[config.mk]
export PLATFORM = sky130hd
export DESIGN_NAME = lock_sequencer
export DESIGN_NICKNAME = d
export VERILOG_FILES = /design/src/rtl/lock_sequencer.sv
export SDC_FILE = /design/constraint.sdc
export NUM_CORES = 1
export LEC_CHECK = 0
export ABC_AREA = 1
export BUFFER_PORTS_ARGS = -buffer_cell sky130_fd_sc_hd__buf_2
export CAP_MARGIN = 15
export CORE_MARGIN = 5
export CORE_UTILIZATION = 42
export DETAILED_ROUTE_END_ITERATION = 12
export GPL_ROUTABILITY_DRIVEN = 1
export SYNTH_ARGS = -nofsm -noshare
export SYNTH_HDL_FRONTEND = slang
export SYNTH_SLANG_ARGS = --single-unit
[constraint.sdc]
create_clock -name clk -period 4.9 [get_ports clk]
set_input_delay 0.49 -clock clk [delete_from_list [all_inputs] [get_ports clk]]
set_output_delay 0.49 -clock clk [all_outputs]
set_load 0.01 [all_outputs]
[src/rtl/lock_sequencer.sv]
// Lock sequencer: queues acquire/release requests for NLOCKS locks and issues
// one legal lock/unlock op at a time on a valid/ready op-vector port.
module lock_sequencer #(
  parameter int NLOCKS    = 3,
  parameter int DEPTH     = 4,
  parameter int MAX_RETRY = 2
) (
  input  logic                                           clk,
  input  logic                                           rst_n,
  input  logic                                           req_valid,
  output logic                                           req_ready,
  input  logic                                           req_op,
  input  logic [((NLOCKS > 1) ? $clog2(NLOCKS) : 1)-1:0] req_id,
  output logic                                           sys_valid,
  input  logic                                           sys_ready,
  output logic [2*NLOCKS-1:0]                            system,
  output logic [NLOCKS-1:0]                              monitor,
  output logic                                           err
);

  localparam int ID_W  = (NLOCKS > 1) ? $clog2(NLOCKS) : 1;
  localparam int PTR_W = $clog2(DEPTH);
  localparam int CNT_W = $clog2(DEPTH + 1);
  localparam int RTY_W = (MAX_RETRY > 0) ? $clog2(MAX_RETRY + 1) : 1;

  localparam logic [1:0] F_LOCK   = 2'b10;
  localparam logic [1:0] F_UNLOCK = 2'b11;

  typedef enum logic [1:0] {IDLE, HEAD, ISSUE} state_t;

  typedef struct packed {
    logic             op;
    logic [ID_W-1:0]  id;
    logic [RTY_W-1:0] retry;
  } entry_t;

  function automatic logic id_in_range(input logic [ID_W-1:0] id);
    return int'(id) < NLOCKS;
  endfunction

  function automatic logic lock_held(input logic [NLOCKS-1:0] mon,
                                     input logic [ID_W-1:0]   id);
    logic h;
    h = 1'b0;
    for (int i = 0; i < NLOCKS; i++) begin
      if (int'(id) == i) h = mon[i];
    end
    return h;
  endfunction

  // Lock 0 sits in the MSB field of the op vector.
  function automatic logic [2*NLOCKS-1:0] op_vector(input logic            op,
                                                    input logic [ID_W-1:0] id);
    logic [2*NLOCKS-1:0] v;
    v = '0;
    for (int i = 0; i < NLOCKS; i++) begin
      if (int'(id) == i) v[2*NLOCKS-1-2*i -: 2] = op ? F_UNLOCK : F_LOCK;
    end
    return v;
  endfunction

  function automatic logic [NLOCKS-1:0] mon_update(input logic [NLOCKS-1:0] mon,
                                                   input logic              op,
                                                   input logic [ID_W-1:0]   id);
    logic [NLOCKS-1:0] m;
    m = mon;
    for (int i = 0; i < NLOCKS; i++) begin
      if (int'(id) == i) m[i] = !op;
    end
    return m;
  endfunction

  state_t              state_q, state_d;
  entry_t              mem [DEPTH];
  logic [PTR_W-1:0]    rd_ptr, wr_ptr;
  logic [CNT_W-1:0]    count, count_d;
  entry_t              head, wr_entry;
  logic                head_ok, head_held, head_legal, in_head;
  logic                requeue_now, drop_now, issue_hs;
  logic                push, pop, wr_en;
  logic                vld_p1, err_p1;
  logic [2*NLOCKS-1:0] vec_p1;
  logic [NLOCKS-1:0]   mon_q;

  // Head classification and FIFO bookkeeping
  always_comb begin
    head        = mem[rd_ptr];
    head_ok     = id_in_range(head.id);
    head_held   = lock_held(mon_q, head.id);
    head_legal  = head_ok && (head.op ? head_held : !head_held);
    in_head     = (state_q == HEAD) && (count != '0);
    requeue_now = in_head && head_ok && !head.op && head_held &&
                  (head.retry < RTY_W'(MAX_RETRY));
    drop_now    = in_head && !head_legal && !requeue_now;
    issue_hs    = (state_q == ISSUE) && sys_ready;
    req_ready   = rst_n && (count < CNT_W'(DEPTH)) && !requeue_now;
    push        = req_valid && req_ready;
    pop         = requeue_now || drop_now || issue_hs;
    wr_en       = push || requeue_now;

    // A requeue owns the write port that cycle since req_ready is low.
    if (requeue_now) begin
      wr_entry.op    = head.op;
      wr_entry.id    = head.id;
      wr_entry.retry = head.retry + RTY_W'(1);
    end else begin
      wr_entry.op    = req_op;
      wr_entry.id    = req_id;
      wr_entry.retry = '0;
    end

    case ({wr_en, pop})
      2'b10:   count_d = count + CNT_W'(1);
      2'b01:   count_d = count - CNT_W'(1);
      default: count_d = count;
    endcase
  end

  always_comb begin
    state_d = state_q;
    case (state_q)
      IDLE: begin
        if (count != '0) state_d = HEAD;
      end
      HEAD: begin
        if (count == '0)     state_d = IDLE;
        else if (head_legal) state_d = ISSUE;
        else if (drop_now)   state_d = (count_d != '0) ? HEAD : IDLE;
      end
      ISSUE: begin
        if (sys_ready) state_d = (count_d != '0) ? HEAD : IDLE;
      end
      default: state_d = IDLE;
    endcase
  end

  // Stage p1: registered control, op vector and error pulse
  always_ff @(posedge clk) begin
    if (!rst_n) begin
      state_q <= IDLE;
      count   <= '0;
      rd_ptr  <= '0;
      wr_ptr  <= '0;
      mon_q   <= '0;
      vld_p1  <= 1'b0;
      vec_p1  <= '0;
      err_p1  <= 1'b0;
    end else begin
      state_q <= state_d;
      count   <= count_d;
      err_p1  <= drop_now;
      if (pop)   rd_ptr <= rd_ptr + PTR_W'(1);
      if (wr_en) wr_ptr <= wr_ptr + PTR_W'(1);
      if (in_head && head_legal) begin
        vld_p1 <= 1'b1;
        vec_p1 <= op_vector(head.op, head.id);
      end else if (issue_hs) begin
        vld_p1 <= 1'b0;
        vec_p1 <= '0;
        mon_q  <= mon_update(mon_q, head.op, head.id);
      end
    end
  end

  always_ff @(posedge clk) begin
    if (wr_en) mem[wr_ptr] <= wr_entry;
  end

  assign sys_valid = vld_p1;
  assign system    = vec_p1;
  assign monitor   = mon_q;
  assign err       = err_p1;

endmodule

==> key figures <==
Status
  – Status: finished clean

Setup path
  – Crit path kind: reg2reg
  – Slowest stage delay, CP: 0.59 ns
  – Critical path buffer and inverter count: 5
  – CP cell instances: inv_2, nand2_1, nand3_1, nand2_2, inv_1, nand2_2, nand3_1, nand4_1, o21ai_2, inv_2, ha_1, inv_1, fa_1, a21oi_1, o21ai_0, xor2_1, inv_1, o2111ai_1, nand3_1, a21oi_1
  – Crit path max fanout: 13
  – Crit path max-delay cell type: dfxtp_1
  – CP delay by family, top: simple AND/OR/NAND/NOR gates
  – Critical path startpoint category: flip-flop
  – Critical path endpoint category: flip-flop
  – CP Data Arrival Time: 3.64 ns
  – Req. time, crit path: 5.07 ns

Placement
  – Worst slack, placed: 1.44 ns
  – Detail Placement HPWL: 2730 um
  – Placed insts: 288
  – Port bufs: 18
  – Gpl congestion: 0.759

Synthesis
  – Yosys warning total: 0
  – Seq cells post-synth: 42
  – Post-synth EDFFs: 20
  – Post-synth top flop: dfxtp_1
  – Post-Syn Area per Cell: 8.76 um^2
  – Unique masters post-synth: 31
  – Synth Instances: 222
  – Syn_nets: 235
  – Sequential share of the synthesized area: 53.5%
  – Synth Cell Area: 1940 um^2
  – Async S/R FF share, synth: 0%

GRT
  – GRT Util Overall: 12.7%
  – GR Overflow Total: 0
  – Vias in the first global route: 1331
  – First-pass GRT wire length: 6140 um
  – Initial antenna violation count: 0
  – Largest net degree at the start of global routing: 15

Clock tree
  – Clk_lat worst skew: 0.29 ns
  – Root Buffer: clkbuf_8
  – CTS tree: built
  – Worst-case clock buffer depth: 2
  – Clock slew at reported path FFs: 0.08 ns
  – Hold_buf cts: 0
  – Gates resized, CTS repair: 0
  – H-tree depth: 2
  – Post-CTS setup buffers: 0
  – Cts bufs inserted: 5
  – CTS Sinks: 42

Timing
  – Hold Vio Cnt, Final: 0
  – Post-layout min period: 3.47 ns
  – Peak Freq: 289 MHz
  – PnR worst setup slack: 1.43 ns
  – Setup Skew: 0.00255 ns
  – Slew Viols, Final: 0
  – Setup TNS: 0 ns
  – Crit share post-route: 70.7%
  – RSZ-0062 raised after global routing: no
  – Worst-Margin Slew: 0.487 ns
  – Slew HR: 67.2%
  – Final setup violating endpoints: 0

Detailed routing
  – Total wire length: 3740 um
  – Vias per cell: 4.96
  – Met2 Routed Length: 1700 um
  – M1 WL: 1760 um
  – Post-route DRC: 0
  – Routed len/inst: 12.6 um
  – Remaining antenna violation count: 0
  – DR iter-0 viols: 117
  – Max layer used: met4
  – Via count: 1468
  – Met3 WL: 255 um
  – Drt pass-1 iters: 4

Pwr
  – Total design power: 742 uW
  – Max VDD drop: 0.000138 V
  – Leak Pwr: 0.951 nW
  – PwrDens: 340 nW/um^2

Run
  – Max Cap Viol: 0

Min path
  – Min-delay src: system[3]
  – Worst Hold Class: reg2reg

Layout
  – Most common cell after layout, fill and taps aside: nand2_1
  – Area Growth Syn to Fin: 12.4%
  – Fill cell total of the finished layout: 427
  – Antenna Diode Count: 0
  – Final nets: 256
  – Finished Layout Cells: 296
  – Share of cells above drive strength 1: 18.9%
  – Commonest cells after routing, fill and taps aside: nand2_1, inv_1, dfxtp_1
  – Layout Utilization: 49.5%

Floorplanning
  – Die Wd: 78.0 um
  – Core area: 4410 um^2
  – Rows: 24
  – Initial Utilization: 44.0%
  – Die area: 6090 um^2
  – Chip height: 78.0 um
  – I/O pin total: 19
-- routing by layer --
metal  up-vias  track usage (%)
met3         2             3.32
li1        755                -
met1       678             17.0
met2        33             18.9
met4         0             6.59
met5         -                0
-- metrics by stage --
step                hold WS, ns  cell area [um^2]
floorplan                 0.466              1940
global placement          0.449              2080
detailed placement        0.449              2080
CTS                       0.460              2180
global route              0.472              2180
finish                    0.455              2180
-- sequential cells by signal, indices dropped and copies added (netlist names), named ones only --
| name | count |
|---|---|
| monitor | 3 |
| wr_ptr | 2 |
| err | 1 |
| count | 3 |
| state_q | 2 |
| mem | 20 |
| rd_ptr | 2 |
| system | 6 |
| sys_valid | 1 |
-- cell usage after synthesis (2+ instances only) --
library cell	n	area, um^2
xor2_1	3	26.3
inv_1	28	105
a21oi_1	18	90.1
o21ai_0	8	40.0
nand3_1	16	80.1
nand2_1	48	180
ha_1	5	62.6
nor2_1	17	63.8
clkbuf_1	2	7.51
nand2_2	6	37.5
inv_2	7	26.3
nor3_1	4	20.0
edfxtp_1	20	601
o21ai_2	2	17.5
dfxtp_1	22	440
-- power breakdown --
group	switching (mW)	internal (mW)
combinational	0.0549	0.0296
sequential	0.00956	0.378
clock	0.120	0.150
-- area by class of cell --
cell class	count	area, um^2	area share [%]
clock buffers	5	68.8	3.15
clock inverters	3	40.0	1.83
multi-input cells	140	743	34.0
repair buffers	18	90.1	4.12
inverters	36	136	6.24
well taps	52	65.1	2.98
flip-flops and latches	42	1040	47.7
-- tightest hold or removal path, cell delays in order, from the launching register on --
cell     delay, ns
dfxtp_1       0.31
nand2_1       0.06
a21oi_1       0.05
-- cell families after synthesis --
group           after synthesis  share of synthesized area [%]
simple gates                 97                           22.3
flops                        42                           53.5
buf+inv                      40                           8.24
compound gates               34                           10.3
fa+ha+maj                     6                           4.25
xor+xnor                      3                           1.35
-- path summary, 6_finish.rpt --
check	depth (start not counted)	to	slack [ns]
worst max register to register	20	state_q[0]	1.43
worst max-delay path	20	state_q[0]	1.43
worst min-delay path	2	system[3]	0.45
worst min register to register	2	system[3]	0.45
Power figures use the tool's default switching activity.
